### src/rtl/mem_port_arbiter.sv
// Shares one SRAM-like memory port between the fetch and data requesters, routing in-order
// responses back via an ID FIFO. Define ARB_RR_EN for round-robin instead of data-first priority.
module mem_port_arbiter #(
  parameter int unsigned OUTSTANDING = 2,
  parameter int unsigned ID_W        = 1
) (
  input  logic        clk,
  input  logic        resetn,
  // fetch requester
  input  logic        inst_req,
  input  logic [31:0] inst_addr,
  output logic        inst_addr_ok,
  output logic        inst_data_ok,
  output logic [31:0] inst_rdata,
  // data requester
  input  logic        data_req,
  input  logic        data_wr,
  input  logic [3:0]  data_wstrb,
  input  logic [31:0] data_addr,
  input  logic [31:0] data_wdata,
  output logic        data_addr_ok,
  output logic        data_data_ok,
  output logic [31:0] data_rdata,
  // downstream memory port
  output logic        mem_req,
  output logic        mem_wr,
  output logic [3:0]  mem_wstrb,
  output logic [31:0] mem_addr,
  output logic [31:0] mem_wdata,
  input  logic        mem_addr_ok,
  input  logic        mem_data_ok,
  input  logic [31:0] mem_rdata
);

  localparam int unsigned PtrW = (OUTSTANDING > 1) ? $clog2(OUTSTANDING) : 1;
  localparam int unsigned CntW = $clog2(OUTSTANDING + 1);
  localparam logic [ID_W-1:0] IdInst = '0;
  localparam logic [ID_W-1:0] IdData = ID_W'(1);

  typedef enum logic [0:0] {StIdle, StLocked} state_e;

  state_e          state_q, state_d;
  logic [ID_W-1:0] grant_id_q, grant_id_d;
  logic [ID_W-1:0] fifo_q [OUTSTANDING];
  logic [PtrW-1:0] wr_ptr_q, rd_ptr_q;
  logic [CntW-1:0] count_q;

  logic            full;
  logic            sel_data;
  logic            prio_data;
  logic            push;
  logic            pop;
  logic            head_is_data;
  logic [ID_W-1:0] push_id;

  function automatic logic [PtrW-1:0] ptr_inc(input logic [PtrW-1:0] p);
    return (p == PtrW'(OUTSTANDING - 1)) ? '0 : p + PtrW'(1);
  endfunction

`ifdef ARB_RR_EN
  // Remembers the previous winner; resets to inst so data takes the first tie.
  logic last_data_q;

  always_ff @(posedge clk or negedge resetn) begin
    if (!resetn) begin
      last_data_q <= 1'b0;
    end else if (push) begin
      last_data_q <= sel_data;
    end
  end

  assign prio_data = ~last_data_q;
`else
  assign prio_data = 1'b1;
`endif

  assign full = (count_q == CntW'(OUTSTANDING));

  // Grant logic. A full FIFO blocks any grant, even when a response pops this cycle.
  always_comb begin
    state_d    = state_q;
    grant_id_d = grant_id_q;
    sel_data   = 1'b0;
    mem_req    = 1'b0;
    if (!full) begin
      unique case (state_q)
        StIdle: begin
          sel_data = data_req & (~inst_req | prio_data);
          mem_req  = data_req | inst_req;
          if (mem_req && !mem_addr_ok) begin
            state_d    = StLocked;
            grant_id_d = sel_data ? IdData : IdInst;
          end
        end
        StLocked: begin
          sel_data = (grant_id_q != IdInst);
          mem_req  = sel_data ? data_req : inst_req;
          if (mem_req && mem_addr_ok) begin
            state_d = StIdle;
          end
        end
        default: state_d = StIdle;
      endcase
    end
  end

  assign push    = mem_req & mem_addr_ok;
  assign push_id = sel_data ? IdData : IdInst;

  assign inst_addr_ok = push & ~sel_data;
  assign data_addr_ok = push & sel_data;

  assign mem_addr  = !mem_req ? '0 : (sel_data ? data_addr : inst_addr);
  assign mem_wr    = mem_req & sel_data & data_wr;
  assign mem_wstrb = (mem_req && sel_data) ? data_wstrb : 4'b0000;
  assign mem_wdata = (mem_req && sel_data) ? data_wdata : 32'h0;

  // Responses with an empty FIFO are stale (issued before a reset) and dropped.
  assign pop          = mem_data_ok & (count_q != '0);
  assign head_is_data = (fifo_q[rd_ptr_q] != IdInst);
  assign inst_data_ok = pop & ~head_is_data;
  assign data_data_ok = pop & head_is_data;
  assign inst_rdata   = mem_rdata;
  assign data_rdata   = mem_rdata;

  always_ff @(posedge clk or negedge resetn) begin
    if (!resetn) begin
      state_q    <= StIdle;
      grant_id_q <= IdInst;
    end else begin
      state_q    <= state_d;
      grant_id_q <= grant_id_d;
    end
  end

  always_ff @(posedge clk or negedge resetn) begin
    if (!resetn) begin
      for (int i = 0; i < int'(OUTSTANDING); i++) begin
        fifo_q[i] <= IdInst;
      end
      wr_ptr_q <= '0;
      rd_ptr_q <= '0;
      count_q  <= '0;
    end else begin
      if (push) begin
        fifo_q[wr_ptr_q] <= push_id;
        wr_ptr_q         <= ptr_inc(wr_ptr_q);
      end
      if (pop) begin
        rd_ptr_q <= ptr_inc(rd_ptr_q);
      end
      unique case ({push, pop})
        2'b10:   count_q <= count_q + CntW'(1);
        2'b01:   count_q <= count_q - CntW'(1);
        default: count_q <= count_q;
      endcase
    end
  end

endmodule

### config.mk
export PLATFORM = sky130hd
export DESIGN_NAME = mem_port_arbiter
export DESIGN_NICKNAME = d
export VERILOG_FILES = /design/src/rtl/mem_port_arbiter.sv
export SDC_FILE = /design/constraint.sdc
export NUM_CORES = 1
export LEC_CHECK = 0
export CORE_AREA = 2 2 107 109
export DETAILED_ROUTE_END_ITERATION = 7
export DIE_AREA = 0 0 109 111
export SLEW_MARGIN = 20
export SYNTH_ARGS = -nofsm -noshare
export SYNTH_HDL_FRONTEND = slang
export SYNTH_SLANG_ARGS = --single-unit
export TNS_END_PERCENT = 5
### constraint.sdc
create_clock -name clk -period 2.05 [get_ports clk]
set_input_delay 0.41 -clock clk [delete_from_list [all_inputs] [get_ports clk]]
set_output_delay 0.41 -clock clk [all_outputs]
set_load 0.02 [all_outputs]
# Word level (Yosys, flattened, before mapping)
# Index checks and enable logic that the tools add are counted.
# word_totals
reg_bits,8
inputBits,139
out_inout_bits,138
wordCells,63
# op_classes
add_sub_neg,4
n_lt_le_gt_ge,3
n_eq_ne,3
mux,23
n_bitwise,15
n_reduce_logical,8
# ops
cell,count
two-way mux 32 bit,3
two-way mux 1 bit,13
bitwise AND 1 bit,8
one-hot mux 1 bit (2 select lines),3
"== test 2 bit, second input constant",2
"greater-or-equal comparator 2 bit, second input constant",2
logical AND 1 bit,4
two-way mux 4 bit,1
inverter 1 bit,4
inverter 1 -> 2 bit,2
one-hot mux 2 bit (2 select lines),1
nonzero test 2 bit,2
AND reduction 3 bit,1
"adder 1 bit, second input constant",2
"adder 2 x 1 -> 2 bit, second input constant",1
bitwise mux 2 bit,1
"== test 2 x 1 -> 1 bit, second input constant",1
"less-than comparator 2 x 1 -> 1 bit, second input constant",1
"subtractor 2 x 1 -> 2 bit, second input constant",1
demux 1 bit (select 1 bit),1
logical NOT 1 bit,1
OR 1 bit,1

# Depth between registers and ports, before layout
# logic_depth
ltp_word,6
mapped_depth,10
ltp_nobuf,8

# Worst setup path before layout
# Ideal clock, no wire load.
# synth_timing
kind,reg2out
from,reg count_q[1]
to,out mem_addr[10]
t_arrival_ns,1.574
required_time_ns,1.640
setup_slack_ns,0.066
stages_incl_launch_ff,7
path_buffers,2
path_cell_list,dfrtp_1 nor2b_1 buf_2 nor2_2 clkbuf_1 nand2_1 a21oi_1
# synth_via
elab_chain_cells,4
elab_cells_between_ends,5
classes_between,1 x eq/ne; 4 x mux
# synth_lines
item,line,source
from (decl),46,logic [CntW-1:0] count_q;
from (signal assigned),153,2'b10: count_q <= count_q + CntW'(1);
from (signal assigned),154,2'b01: count_q <= count_q - CntW'(1);
from (signal assigned),155,default: count_q <= count_q;
== test 2 bit (*),77,assign full = (count_q == CntW'(OUTSTANDING));
two-way mux 1 bit,85,if (!full) begin
two-way mux 32 bit,113,assign mem_addr = !mem_req ? '0 : (sel_data ? data_addr : inst_addr);
two-way mux 32 bit (*),113,
to (decl),28,"output logic [31:0] mem_addr,"
# Mark *: on every way between the ends. The rest lies on a longest branch, timed or not.

# Final worst setup path
# layout_timing
from,reg grant_id_q
to,out inst_addr_ok
# layout_via
elab_chain_cells,5
elab_cells_between_ends,8
classes_between,5 x mux; 3 x bitwise
# layout_lines
item,line,source
from (decl),43,"logic [ID_W-1:0] grant_id_q, grant_id_d;"
from (signal assigned),129,grant_id_q <= IdInst;
from (signal assigned),132,grant_id_q <= grant_id_d;
two-way mux 1 bit,97,mem_req = sel_data ? data_req : inst_req;
one-hot mux 1 bit (2 select lines),86,unique case (state_q)
two-way mux 1 bit,85,
bitwise AND 1 bit,107,assign push = mem_req & mem_addr_ok;
bitwise AND 1 bit (*),110,assign inst_addr_ok = push & ~sel_data;
to (decl),12,"output logic inst_addr_ok,"
# Marks and branches as above.

==> out/metrics.yaml <==
global_routing:
  grt_pass1_vias: 2251
  antenna_found_initial: 0
  grt_max_degree: 36
  grt_pass1_wl_um: 10900
  grt-ovfl-total: 0
  grtUsageTotal_pct: 11.6
layout:
  layout.nets: 528
  fillCellCount: 1175
  synthToLayoutAreaGrowth_pct: 116
  drive_above_1_share_pct: 37.0
  fin_util_pct: 31.9
  n_antenna_cell: 0
setup_path:
  rr_endpoint: "count_q[1]"
  crit_fanout: 7
  r2r_start: "grant_id_q"
  crit_path_end: "inst_addr_ok"
  startpoint_type: "flip-flop"
  crit_path_end_kind: "output port"
  r2r_cells: 11
  cp.required_ps: 1640
  worstSetupPathType: "flip-flop to output port"
  worstSetupStartpoint: "grant_id_q"
  rrSetupSlack_ps: -40
  arrival_ps: 1750
synth:
  synth_cell_types: 27
  yosys_warnings: 0
  synth_cells: 256
  mappedNetlistArea_um2: 1640
  yosysSeqAreaShare_pct: 12.2
  syn_avg_cell_area_um2: 6.40
  syn_nets: 396
  synth-seq-cells: 8
pwr:
  p_leak_uw: 0.00153
  irDropWorstVdd_uv: 522
  cellPowerDensity_nw_per_um2: 1350
die:
  rows: 39
  fp.dieW_um: 109
  initial_core_util_pct: 14.8
  die_h_um: 111
  boundaryPins: 277
  core_um2: 11100
  dieArea_um2: 12100
sta:
  finalSetupTns_ps: -3060
  fin_crit_sh_pct: 105
  tightest_slew_ps: 375
  max_slew_margin_pct: 74.9
  hold_viol_final: 0
  max_freq_ghz: 0.464
  fin_ws_ps: -107
  setup_violations: 50
  rsz0062_at_grt: "true"
  post-route-min-period_ps: 2160
  fin_worst_skew_ps: 0.830
  slew_viol_final: 0
clocking:
  cts_tree: "done"
  h-tree-depth: 1
  path_clk_slew_ps: 40
  insertion_delay_ps: 230
  cts_buffer_depth: 2
  clock-sinks: 8
  numCtsBuffers: 3
  cts_root_buf: "clkbuf_16"
hold_path:
  hold_class: "input port to asynchronous set/reset pin"
drt:
  first_pass_iters: 4
  wl_per_cell_um: 14.2
  via_count: 2057
  totalWireLength_um: 7490
  viasPerCell: 3.89
  drc: 0
  initialDrtViolationCount: 46
  antenna_left: 0
place:
  gp_congestion: 0.789
  placement.io_buffers: 180
  hpwlAfterDp_um: 5440
run:
  drv_cap: 0
status:
  violations: "negative setup slack"
  status: "finished with violations"
sequential cells by signal, indices dropped and copies added, names as in the netlist:
register / count
count_q: 2
fifo_q: 2
grant_id_q: 1
rd_ptr_q: 1
state_q: 1
wr_ptr_q: 1
worst min-delay path by stage:
stage / start / end / slack, ps / depth (start not counted)
global placement: fifo_q[1] / fifo_q[1] / 470 / 1
detailed placement: fifo_q[1] / fifo_q[1] / 480 / 1
CTS: resetn / grant_id_q / 490 / 1
finish: resetn / grant_id_q / 470 / 1
global route: resetn / grant_id_q / 500 / 1
floorplan: resetn / count_q[0] / 110 / 0
critical path: stages, from the launching register on:
cell and delay, ps:
dfrtp_1 400, mux2i_1 150, a211o_2 370, buf_6 150, buf_12 140, clkinv_4 50
nand2_2 50, nor2_1 80, buf_4 140
through the flow:
step / area, µm² / cells / power [µW] / hold WS, ps / setup WS [ps]
finish: 3530 / 529 / 4780 / 466 / -107
global route: 3530 / 529 / 5110 / 500 / -170
CTS: 3490 / 527 / 4620 / 486 / -122
detailed placement: 3250 / 517 / 3900 / 478 / -770
global placement: 3250 / 517 / 3860 / 470 / -747
floorplan: 1640 / 256 / 2290 / 114 / 65.9
repair_timing:
action,4_1_cts,5_1_grt
endpoints found under the setup margin,76,74
cloned,3,1
hold endpoints to repair,0,0
pin swaps,2,1
hold buffers,0,0
buffers inserted,4,1
gates resized for setup,320,70
metal layers:
layer	vias to the layer above	global-route usage, %	routed length [µm]
met5	-	0	0
met4	0	3.33	146
met3	23	4.17	825
met2	134	21.5	3810
met1	898	11.8	2710
li1	1002	-	-
final cells by class:
type | instances | area (µm²) | share of cell area (%)
Sequential cell | 8 | 201 | 5.70
Inverter | 3 | 16.3 | 0.461
Clock buffer | 3 | 75.1 | 2.13
Multi-Input combinational cell | 165 | 1010 | 28.6
Timing Repair Buffer | 207 | 2050 | 58.0
Tap cell | 143 | 179 | 5.07
layout by cell type, fill, tap and decap left out, drive strengths merged, types with 4 or more instances in the layout:
cell	netlist	routed
a21oi	32	32
clkdlybuf4s50	0	104
nor2	6	6
nand2	66	66
and2	38	38
clkbuf	10	4
xnor2	4	4
clkdlybuf4s15	0	14
dfrtp	8	8
buf	70	85
logic make-up after synthesis:
logic type | share of synthesized area, %
xor+xnor | 2.67
mux | 3.44
buf+inv | 34.7
fa+ha+maj | 0.764
simple gates | 34.0
compound gates | 12.2
flops | 12.2
synthesized netlist by cell type (all sizes together):
library cell  instances  area share [%]
a211o                 1            0.53
a21oi                32             9.8
a22o                  1            0.53
and2                 38              15
buf                  70              32
clkbuf               10             2.3
dfrtp                 8              12
ha                    1            0.76
inv                   3            0.84
mux2                  2             1.6
mux2i                 3             1.8
nand2                66              15
nand3                 1            0.61
nor2                  6             1.5
nor2b                 2            0.76
nor3                  1            0.31
nor3b                 1            0.76
o21ai                 3            0.92
o31ai                 1            0.46
or2                   1            0.38
xnor2                 4             2.1
xor2                  1            0.53
where the power goes:
part           total [µW]  internal (µW)  switching, µW  leakage (µW)
sequential            319            245           73.8     0.0000939
combinational        4140           2010           2130       0.00140
clock                 326            251           74.4     0.0000370
(Power assumes the default switching activity.)
